==> src/rtl/vlc_pkg.sv <==
// Shared definitions for the visible-light link transmitter and receiver.
package vlc_pkg;

  typedef enum logic [2:0] {
    ST_IDLE     = 3'd0,
    ST_PREAMBLE = 3'd1,
    ST_SFD      = 3'd2,
    ST_DATA     = 3'd3,
    ST_GAP      = 3'd4
  } tx_state_t;

  localparam logic [7:0] SFD_DEFAULT = 8'hD5;

  // Line level during the first half of a '1' bit; a '0' bit is the mirror image.
  localparam logic MANCH_ONE_FIRST_HALF = 1'b0;

  // Line level for a data bit in the given half (0 = first half, 1 = second half).
  function automatic logic manch_level(input logic data_bit, input logic second_half);
    return data_bit ^ second_half ^ ~MANCH_ONE_FIRST_HALF;
  endfunction

endpackage

==> src/rtl/vlc_manchester_tx_if.sv <==
// Payload byte stream into the Manchester transmitter.
interface vlc_manchester_tx_if;
  logic [7:0] s_tdata;
  logic       s_tvalid;
  logic       s_tready;
  logic       s_tlast;

  modport master (output s_tdata, output s_tvalid, output s_tlast, input  s_tready);
  modport slave  (input  s_tdata, input  s_tvalid, input  s_tlast, output s_tready);
endinterface

==> src/rtl/vlc_manchester_tx_half_bit_tick.sv <==
// Clock-enable divider: one-cycle tick every CYCLES aclk cycles, held at zero while cleared.
module half_bit_tick #(
  parameter int CYCLES = 3
) (
  input  logic aclk,
  input  logic reset,
  input  logic clr_i,
  output logic tick_o
);
  localparam int            CW       = $clog2(CYCLES);
  localparam logic [CW-1:0] CNT_LAST = CW'(CYCLES - 1);
  localparam logic [CW-1:0] CNT_ONE  = CW'(1);
  localparam logic [CW-1:0] CNT_ZERO = {CW{1'b0}};

  logic [CW-1:0] cnt_q, cnt_d;

  // Next count: zero while cleared, otherwise count up and wrap on the tick.
  always_comb begin
    cnt_d = cnt_q;
    if (clr_i) begin
      cnt_d = CNT_ZERO;
    end else if (cnt_q == CNT_LAST) begin
      cnt_d = CNT_ZERO;
    end else begin
      cnt_d = cnt_q + CNT_ONE;
    end
  end

  // Counter register with synchronous reset.
  always_ff @(posedge aclk) begin
    if (reset) begin
      cnt_q <= CNT_ZERO;
    end else begin
      cnt_q <= cnt_d;
    end
  end

  assign tick_o = (cnt_q == CNT_LAST);

endmodule

==> src/rtl/vlc_manchester_tx.sv <==
// Frame builder (preamble, SFD, payload, gap) and Manchester line encoder.
module vlc_manchester_tx
  import vlc_pkg::*;
#(
  parameter int         HALF_BIT_CYCLES = 3,
  parameter int         PREAMBLE_BITS   = 16,
  parameter logic [7:0] SFD             = SFD_DEFAULT,
  parameter int         GAP_BITS        = 4
) (
  input  logic               aclk,
  input  logic               reset,
  vlc_manchester_tx_if.slave bus,
  output logic               led_out,
  output logic               busy,
  output logic               underflow
);
  localparam int            PW       = $clog2(PREAMBLE_BITS + 1);
  localparam int            GW       = $clog2(2 * GAP_BITS);
  localparam logic [PW-1:0] PRE_LAST = PW'(PREAMBLE_BITS - 1);
  localparam logic [PW-1:0] PRE_ONE  = PW'(1);
  localparam logic [PW-1:0] PRE_ZERO = {PW{1'b0}};
  localparam logic [GW-1:0] GAP_LAST = GW'(2 * GAP_BITS - 1);
  localparam logic [GW-1:0] GAP_ONE  = GW'(1);
  localparam logic [GW-1:0] GAP_ZERO = {GW{1'b0}};

  tx_state_t     state_q, state_d;
  logic [PW-1:0] pre_cnt_q, pre_cnt_d;
  logic [2:0]    bit_cnt_q, bit_cnt_d;
  logic [GW-1:0] gap_cnt_q, gap_cnt_d;
  logic          half_q, half_d;
  logic [7:0]    shift_q, shift_d;
  logic [7:0]    hold_q, hold_d;
  logic          hold_last_q, hold_last_d;
  logic          cur_last_q, cur_last_d;
  logic          led_q, led_d;
  logic          busy_q, busy_d;
  logic          underflow_q, underflow_d;
  logic          ready_en_q;
  logic          tick_s, bit_end_s, ready_s, hs_s;

  half_bit_tick #(.CYCLES(HALF_BIT_CYCLES)) u_tick (
    .aclk   (aclk),
    .reset  (reset),
    .clr_i  (state_q == ST_IDLE),
    .tick_o (tick_s)
  );

  assign bit_end_s = tick_s & half_q;

  // Ready in IDLE and at a non-last byte boundary; never while in or just out of reset.
  always_comb begin
    ready_s = 1'b0;
    if (reset || !ready_en_q) begin
      ready_s = 1'b0;
    end else if (state_q == ST_IDLE) begin
      ready_s = 1'b1;
    end else if (state_q == ST_DATA && bit_end_s && bit_cnt_q == 3'd7 && !cur_last_q) begin
      ready_s = 1'b1;
    end else begin
      ready_s = 1'b0;
    end
  end

  assign bus.s_tready = ready_s;
  assign hs_s         = bus.s_tvalid & ready_s;

  // Frame sequencing: state, counters, shifter and hold register.
  always_comb begin
    state_d     = state_q;
    pre_cnt_d   = pre_cnt_q;
    bit_cnt_d   = bit_cnt_q;
    gap_cnt_d   = gap_cnt_q;
    shift_d     = shift_q;
    hold_d      = hold_q;
    hold_last_d = hold_last_q;
    cur_last_d  = cur_last_q;
    underflow_d = 1'b0;
    if (state_q == ST_IDLE) begin
      half_d = 1'b0;
    end else if (tick_s) begin
      half_d = ~half_q;
    end else begin
      half_d = half_q;
    end
    case (state_q)
      ST_IDLE: begin
        pre_cnt_d = PRE_ZERO;
        bit_cnt_d = 3'd0;
        gap_cnt_d = GAP_ZERO;
        if (hs_s) begin
          hold_d      = bus.s_tdata;
          hold_last_d = bus.s_tlast;
          state_d     = ST_PREAMBLE;
        end else begin
          state_d = ST_IDLE;
        end
      end
      ST_PREAMBLE: begin
        if (bit_end_s && pre_cnt_q == PRE_LAST) begin
          pre_cnt_d = PRE_ZERO;
          shift_d   = SFD;
          state_d   = ST_SFD;
        end else if (bit_end_s) begin
          pre_cnt_d = pre_cnt_q + PRE_ONE;
        end else begin
          pre_cnt_d = pre_cnt_q;
        end
      end
      ST_SFD: begin
        if (bit_end_s) begin
          bit_cnt_d = bit_cnt_q + 3'd1;
          if (bit_cnt_q == 3'd7) begin
            shift_d    = hold_q;
            cur_last_d = hold_last_q;
            state_d    = ST_DATA;
          end else begin
            shift_d = {shift_q[6:0], 1'b0};
          end
        end else begin
          shift_d = shift_q;
        end
      end
      ST_DATA: begin
        if (bit_end_s) begin
          bit_cnt_d = bit_cnt_q + 3'd1;
          if (bit_cnt_q != 3'd7) begin
            shift_d = {shift_q[6:0], 1'b0};
          end else if (cur_last_q) begin
            state_d = ST_GAP;
          end else if (bus.s_tvalid) begin
            shift_d    = bus.s_tdata;
            cur_last_d = bus.s_tlast;
          end else begin
            underflow_d = 1'b1;
            state_d     = ST_GAP;
          end
        end else begin
          shift_d = shift_q;
        end
      end
      ST_GAP: begin
        if (tick_s && gap_cnt_q == GAP_LAST) begin
          gap_cnt_d = GAP_ZERO;
          state_d   = ST_IDLE;
        end else if (tick_s) begin
          gap_cnt_d = gap_cnt_q + GAP_ONE;
        end else begin
          gap_cnt_d = gap_cnt_q;
        end
      end
      default: begin
        state_d = ST_IDLE;
      end
    endcase
  end

  // Line level and busy are derived from the upcoming state so the registers line up with it.
  always_comb begin
    led_d  = 1'b0;
    busy_d = (state_d != ST_IDLE);
    case (state_d)
      ST_PREAMBLE: led_d = manch_level(~pre_cnt_d[0], half_d);
      ST_SFD:      led_d = manch_level(shift_d[7], half_d);
      ST_DATA:     led_d = manch_level(shift_d[7], half_d);
      default:     led_d = 1'b0;
    endcase
  end

  // State and datapath registers with synchronous reset.
  always_ff @(posedge aclk) begin
    if (reset) begin
      state_q     <= ST_IDLE;
      pre_cnt_q   <= PRE_ZERO;
      bit_cnt_q   <= 3'd0;
      gap_cnt_q   <= GAP_ZERO;
      half_q      <= 1'b0;
      shift_q     <= 8'h00;
      hold_q      <= 8'h00;
      hold_last_q <= 1'b0;
      cur_last_q  <= 1'b0;
      led_q       <= 1'b0;
      busy_q      <= 1'b0;
      underflow_q <= 1'b0;
      ready_en_q  <= 1'b0;
    end else begin
      state_q     <= state_d;
      pre_cnt_q   <= pre_cnt_d;
      bit_cnt_q   <= bit_cnt_d;
      gap_cnt_q   <= gap_cnt_d;
      half_q      <= half_d;
      shift_q     <= shift_d;
      hold_q      <= hold_d;
      hold_last_q <= hold_last_d;
      cur_last_q  <= cur_last_d;
      led_q       <= led_d;
      busy_q      <= busy_d;
      underflow_q <= underflow_d;
      ready_en_q  <= 1'b1;
    end
  end

  assign led_out   = led_q;
  assign busy      = busy_q;
  assign underflow = underflow_q;

endmodule

==> src/flat_wrapper.sv <==
// flat-port wrapper written by rule: the top's interface ports become plain ports
module vlc_manchester_tx_flat import vlc_pkg::*;
#(
  parameter int         HALF_BIT_CYCLES = 3,
  parameter int         PREAMBLE_BITS   = 16,
  parameter logic [7:0] SFD             = SFD_DEFAULT,
  parameter int         GAP_BITS        = 4
)
  (aclk, reset, led_out, busy, underflow, bus_s_tdata, bus_s_tvalid, bus_s_tlast, bus_s_tready);
  vlc_manchester_tx_if bus_i ();
  input  logic aclk;
  input  logic reset;
  output logic led_out;
  output logic busy;
  output logic underflow;
  input wire logic [$bits(bus_i.s_tdata)-1:0] bus_s_tdata;
  input wire logic [$bits(bus_i.s_tvalid)-1:0] bus_s_tvalid;
  input wire logic [$bits(bus_i.s_tlast)-1:0] bus_s_tlast;
  output wire logic [$bits(bus_i.s_tready)-1:0] bus_s_tready;
  assign bus_i.s_tdata = bus_s_tdata;
  assign bus_i.s_tvalid = bus_s_tvalid;
  assign bus_i.s_tlast = bus_s_tlast;
  assign bus_s_tready = bus_i.s_tready;
  vlc_manchester_tx #(.HALF_BIT_CYCLES(HALF_BIT_CYCLES), .PREAMBLE_BITS(PREAMBLE_BITS), .SFD(SFD), .GAP_BITS(GAP_BITS)) u_core (.aclk(aclk), .reset(reset), .bus(bus_i), .led_out(led_out), .busy(busy), .underflow(underflow));
endmodule
==> config.mk <==
export PLATFORM = sky130hd
export DESIGN_NAME = vlc_manchester_tx_flat
export DESIGN_NICKNAME = d
export VERILOG_FILES = /design/src/rtl/vlc_pkg.sv /design/src/rtl/vlc_manchester_tx_if.sv /design/src/rtl/vlc_manchester_tx_half_bit_tick.sv /design/src/rtl/vlc_manchester_tx.sv /design/src/flat_wrapper.sv
export SDC_FILE = /design/constraint.sdc
export NUM_CORES = 1
export LEC_CHECK = 0
export ABC_AREA = 1
export CORE_UTILIZATION = 61
export CTS_BUF_LIST = sky130_fd_sc_hd__clkbuf_16
export DETAILED_ROUTE_END_ITERATION = 12
export GPL_TIMING_DRIVEN = 0
export PLACE_DENSITY = 0.83
export SLEW_MARGIN = 5
export SYNTH_ARGS = -nofsm -noshare
export SYNTH_HDL_FRONTEND = slang
export SYNTH_SLANG_ARGS = --single-unit
==> constraint.sdc <==
create_clock -name aclk -period 3.38 [get_ports aclk]
set_input_delay 0.845 -clock aclk [delete_from_list [all_inputs] [get_ports aclk]]
set_output_delay 0.845 -clock aclk [all_outputs]
set_load 0.01 [all_outputs]
==> results.cfg, run 1 <==
[floorplan]
fp.dieH_um = 58.95
core_area_mm2 = 0.003053
ios = 16
rows = 20
dieArea_mm2 = 0.003475
start_util_pct = 64.80
die_x_um = 58.95

[synthesis]
syn_area_per_cell_um2 = 7.040
yosys.area.top_type = dfxtp_1
synth_cell_types = 31
synthCells = 281
synth_area_leaders = dfxtp_1 (39%), nor2_1 (11%), nand2_1 (8.0%)
ys_warn_count = 0
ys_ff_latch = 39
syn_area_mm2 = 0.001978
seq_area_frac_synth_pct = 39.47
yosysTopAreaCellShare_pct = 39.47
syn_nets = 301

[power]
power_uw = 968.5
p_leak_uw = 0.0009762
ir_worst_vdd_v = 0.0003530
p_per_area_mw_per_mm2 = 417.5

[cts]
clk_latency_ns = 0.28
clock-sinks = 39
hold_buffers = 0
cts_tree = yes
cts_inserted_buffers = 5
cts_max_level = 2
root_buffer = clkbuf_16
clk_path_buf_depth = 2
clk_pin_slew_worst_paths_ns = 0.05

[layout]
drive_gt1_share_pct = 7.616
layout.cells.non_filler = 346
final_cell_mix = nor2_1 (60), nand2_1 (42), dfxtp_1 (39), inv_1 (34), a21oi_1 (19)
final_core_util_pct = 75.98
syn_to_final_growth_pct = 17.27
postLayoutCellArea_mm2 = 0.002320
n_antenna_cell = 0
final_nets = 322
fillers = 243
final_common_cell = nor2_1

[setup_path]
critPathKind = in -> out
arrival_ns = 2.47
required_ns = 2.53
r2r_setup_slack_ns = 1.50
cp_max_fo = 14
crit_path_start_kind = primary input
reg2reg_to = u_core.led_out
r2r_cells = 12
endpoint_kind = primary output
timing.rr.start = u_core.u_tick.cnt_q[0]

[min_path]
whs_path_depth = 1
hold_path_end = u_core.u_tick.cnt_q[0]
hp-start = u_core.u_tick.cnt_q[0]
hp-class = reg -> reg

[sta]
slew_headroom_pct = 66.03
hold_viol_final = 0
fmax_ghz = 0.3018
fin_crit_sh_pct = 98.03
drv_slew = 0
setup_viol = 0
tightest_slew_ns = 0.5096
rsz0062_at_grt = no
min_period_ns = 3.313
finClkSkew_ns = 0.004338
setup_slack_ns = 0.06670

[global_route]
antenna_found_initial = 0
gr-total-overflow = 0
grt_pass1_vias = 1764
grtUsageTotal_pct = 28.53
grt_pass1_wl_mm = 7.486
grt_start_max_net_pins = 15

[outcome]
status = finished, final reports clean

[detailed_routing]
viasPerCell = 5.486
ant_nets = 0
wl_mm = 4.292
wl_per_cell_um = 12.40
drc = 0
drtIter0Drc = 138
drt-pass1-iter-count = 4
via_count = 1898

[placed_design]
place_ws_ns = -0.2254
gp_routability_congestion = 0.8803
place_hpwl_mm = 3.071
io_buffers = 15
dpl_cell_area_mm2 = 0.002183
placed_cells = 340

[flow_run]
max_cap_violations = 0
-- where the power goes --
part	switching [uW]	leakage, uW	internal, uW
clock network	167	0.0000671	265
registers	4.30	0.000316	470
logic	36.6	0.000593	26.2
total	208	0.000976	761
-- cell usage after synthesis (all sizes together) --
library cell	count
nand3	18
o211a	1
a211oi	1
nor3	3
o21bai	1
o21a	3
nor2	64
nand4	3
clkbuf	4
a21boi	1
a21oi	20
a31oi	3
xor2	2
buf	2
a41oi	1
inv	36
nand2	46
o21ai	19
ha	8
o22ai	6
dfxtp	39
-- per-stage QoR --
step | setup TNS (ns) | hold WS, ns
after floorplan | 0 | 0.3912
after global placement | -0.2206 | 0.4034
after detailed placement | -0.2254 | 0.4120
after CTS | 0 | 0.4195
after global routing | 0 | 0.4440
final | 0 | 0.4147
-- flip-flops by register name (all words and copies together) (netlist names) --
register / cells
u_core.hold_q: 8
u_core.u_tick.cnt_q: 2
u_core.half_q: 1
u_core.shift_q: 8
u_core.underflow: 1
u_core.bit_cnt_q: 3
u_core.ready_en_q: 1
u_core.state_q: 3
u_core.cur_last_q: 1
u_core.led_out: 1
u_core.busy: 1
u_core.hold_last_q: 1
u_core.gap_cnt_q: 3
u_core.pre_cnt_q: 5
-- worst max-delay path, cell delays in order --
cell and delay, ns:
clkdlybuf4s50_1 0.64, clkinvlp_4 0.33, nand2_1 0.13, a21oi_1 0.04, clkdlybuf4s50_1 0.47
-- worst max-delay path by stage --
stage               startpoint            to  slack [ns]  depth (start not counted)
CTS                      reset  bus_s_tready        0.06                          5
global route             reset  bus_s_tready       0.003                          5
global placement         reset  bus_s_tready       -0.22                          6
floorplan                reset  bus_s_tready        1.08                          4
detailed placement       reset  bus_s_tready       -0.23                          6
finish                   reset  bus_s_tready        0.07                          5
-- cells by family after synthesis --
family	count (synthesis)	synth area share, %
DFF	39	39.47
AOI/OAI and AO/OA	56	16.70
buffers and inverters	42	8.222
adders and majority gates	8	5.060
xor gates and xnor gates	2	0.8857
and+or+nand+nor	134	29.67
-- cell type report --
class                   count  area [um2]  area share [%]
plain buffers               5       23.77           1.025
clock buffers               5       125.1           5.394
clock inverters             2       8.758          0.3776
inverters                  36       138.9           5.987
multi-input cells         200        1037           44.71
flip-flops and latches     39       780.7           33.66
well taps                  44       55.05           2.373
repair buffers             15       150.1           6.473
-- layer usage --
metal	wire length [um]	track usage, %	share of wire (%)
met1	1914	34.56	45
met2	2006	46.92	47
met3	274	7.912	6.4
met4	97	12.93	2.3
met5	0	0	0
-- repair_timing --
action                     4_1_cts  5_1_grt
setup endpoints to repair        1        1
cloned                           0        0
setup buffers                    0        0
resized for setup                1        1
Note: power is estimated with default switching activity, not from simulation.
==> inputs of run 2 (changes only) <==
CORE_MARGIN = 2   (was unset)
GPL_ROUTABILITY_DRIVEN = 0   (was unset)
==> run 2 against run 1 <==
- design area grew 0.32%
- register-to-register slack got worse by 0.09 ns
- maximum frequency is 3.1% higher
- non-clock buffer count rose by 1
==> results.cfg, run 2 (synthesis results as in run 1) <==
[outcome]
status = finished, final reports clean

[detailed_routing]
ant_nets = 0
drc = 0
wl_per_cell_um = 12.51
drtIter0Drc = 103
wl_mm = 4.354
drt-pass1-iter-count = 4
via_count = 1860
viasPerCell = 5.345

[sta]
fmax_ghz = 0.3113
drv_slew = 0
slew_headroom_pct = 67.95
setup_viol = 0
fin_crit_sh_pct = 95.05
tightest_slew_ns = 0.4808
hold_viol_final = 0
rsz0062_at_grt = no
finClkSkew_ns = 0.001971
min_period_ns = 3.213

[floorplan]
start_util_pct = 64.27
rows = 20
die_x_um = 60.95
ios = 16
dieArea_mm2 = 0.003714
fp.dieH_um = 60.95
core_area_mm2 = 0.003078

[layout]
layout.cells.non_filler = 348
postLayoutCellArea_mm2 = 0.002327
n_antenna_cell = 0
final_cell_mix = nor2_1 (60), nand2_1 (42), dfxtp_1 (39), inv_1 (35), a21oi_1 (19)
drive_gt1_share_pct = 7.237
final_nets = 323
syn_to_final_growth_pct = 17.65
final_common_cell = nor2_1
biggestRegsByFlops = u_core.hold_q: 8 flops, u_core.shift_q: 8 flops, u_core.pre_cnt_q: 5 flops

[global_route]
grt_start_max_net_pins = 15
grt_pass1_wl_mm = 7.410
grt_pass1_vias = 1786
gr-total-overflow = 0
antenna_found_initial = 0
grtUsageTotal_pct = 27.32

[cts]
cts_max_level = 2
clk_latency_ns = 0.28
root_buffer = clkbuf_16
clk_path_buf_depth = 2
cts_tree = yes
clk_pin_slew_worst_paths_ns = 0.05
cts_inserted_buffers = 5
clock-sinks = 39

[setup_path]
cp_slowest_cell = clkdlybuf4s50_1
cp_common_cell = ha_1
endpoint_kind = primary output
critPathKind = reg -> out
crit_path_start_kind = register
required_ns = 2.53
path_cells = inv_1 > ha_1 > ha_1 > nand2_1 > nor2_1 > nand3_1 > a21oi_1 > clkdlybuf4s50_1
cp_max_fo = 6
slowest_delay_ns = 0.54
arrival_ns = 2.37

[flow_run]
max_cap_violations = 0

[placed_design]
place_hpwl_mm = 3.215
placed_cells = 340
io_buffers = 15
dpl_cell_area_mm2 = 0.002183

[min_path]
hp-class = reg -> reg

[power]
p_leak_uw = 0.0009872
ir_worst_vdd_v = 0.0004100
p_per_area_mw_per_mm2 = 417.7
run 2: changes by cell type in the layout (fill, tap and decap cells not counted), sizes merged:
cell and change:
inv +1, buf +1
run 2: power by group:
part / internal [uW] / switching, uW / total, uW / leakage, uW
sequential: 470 / 4.63 / 474 / 0.000316
clock: 265 / 169 / 434 / 0.0000701
combinational: 27.1 / 36.7 / 63.8 / 0.000601
run 2: repair_timing:
| item | 4_1_cts | 5_1_grt |
|---|---|---|
| hold buffers | 0 | 0 |
| setup endpoints to repair | 1 | 1 |
| setup buffers | 0 | 1 |
| resized for setup | 1 | 0 |
run 2: critical path, delay by kind of cell, from the launching register on:
kind            cells  cell delay, ns
buf+inv             2            0.59
simple gates        3            0.46
flops               1            0.31
compound gates      1            0.14
fa+ha+maj           2            0.58
run 2: area by class of cell:
| class | count | area (um2) |
|---|---|---|
| plain buffers | 5 | 23.77 |
| clock buffers | 5 | 125.1 |
| clock inverters | 3 | 11.26 |
| fillers | 254 | 750.7 |
| inverters | 36 | 138.9 |
| multi-input cells | 200 | 1035 |
| flip-flops and latches | 39 | 780.7 |
| well taps | 44 | 55.05 |
| repair buffers | 16 | 157.7 |
run 2: routing by layer:
metal / global-route usage (%) / vias up / part of all wire (%)
li1: - / 969 / -
met1: 31.54 / 839 / 44
met2: 48.54 / 46 / 49
met3: 7.249 / 6 / 5.4
met4: 9.627 / 0 / 1.4
met5: 0 / - / 0
run 2: worst paths after layout:
kind,slack (ns),start,cells after the start,endpoint
worst max-delay path,0.17,u_core.u_tick.cnt_q[0],8,bus_s_tready
worst min register to register,0.41,u_core.u_tick.cnt_q[0],1,u_core.u_tick.cnt_q[0]
worst max register to register,1.41,u_core.u_tick.cnt_q[0],12,u_core.led_out
worst min-delay path,0.41,u_core.u_tick.cnt_q[0],1,u_core.u_tick.cnt_q[0]
run 2: per-stage QoR:
stage | worst slack, ns | total power (uW) | TNS, ns | util, % | hold slack (ns)
floorplan | 1.085 | 516.7 | 0 | - | 0.3912
global placement | -0.2434 | 545.1 | -0.2434 | 70.94 | 0.4017
detailed placement | -0.2384 | 546.7 | -0.2384 | 70.94 | 0.4062
CTS | 0.03759 | 981.6 | 0 | 75.37 | 0.4131
global route | 0.02081 | 1007 | 0 | 75.61 | 0.4215
finish | 0.1674 | 972.1 | 0 | 75.61 | 0.4093
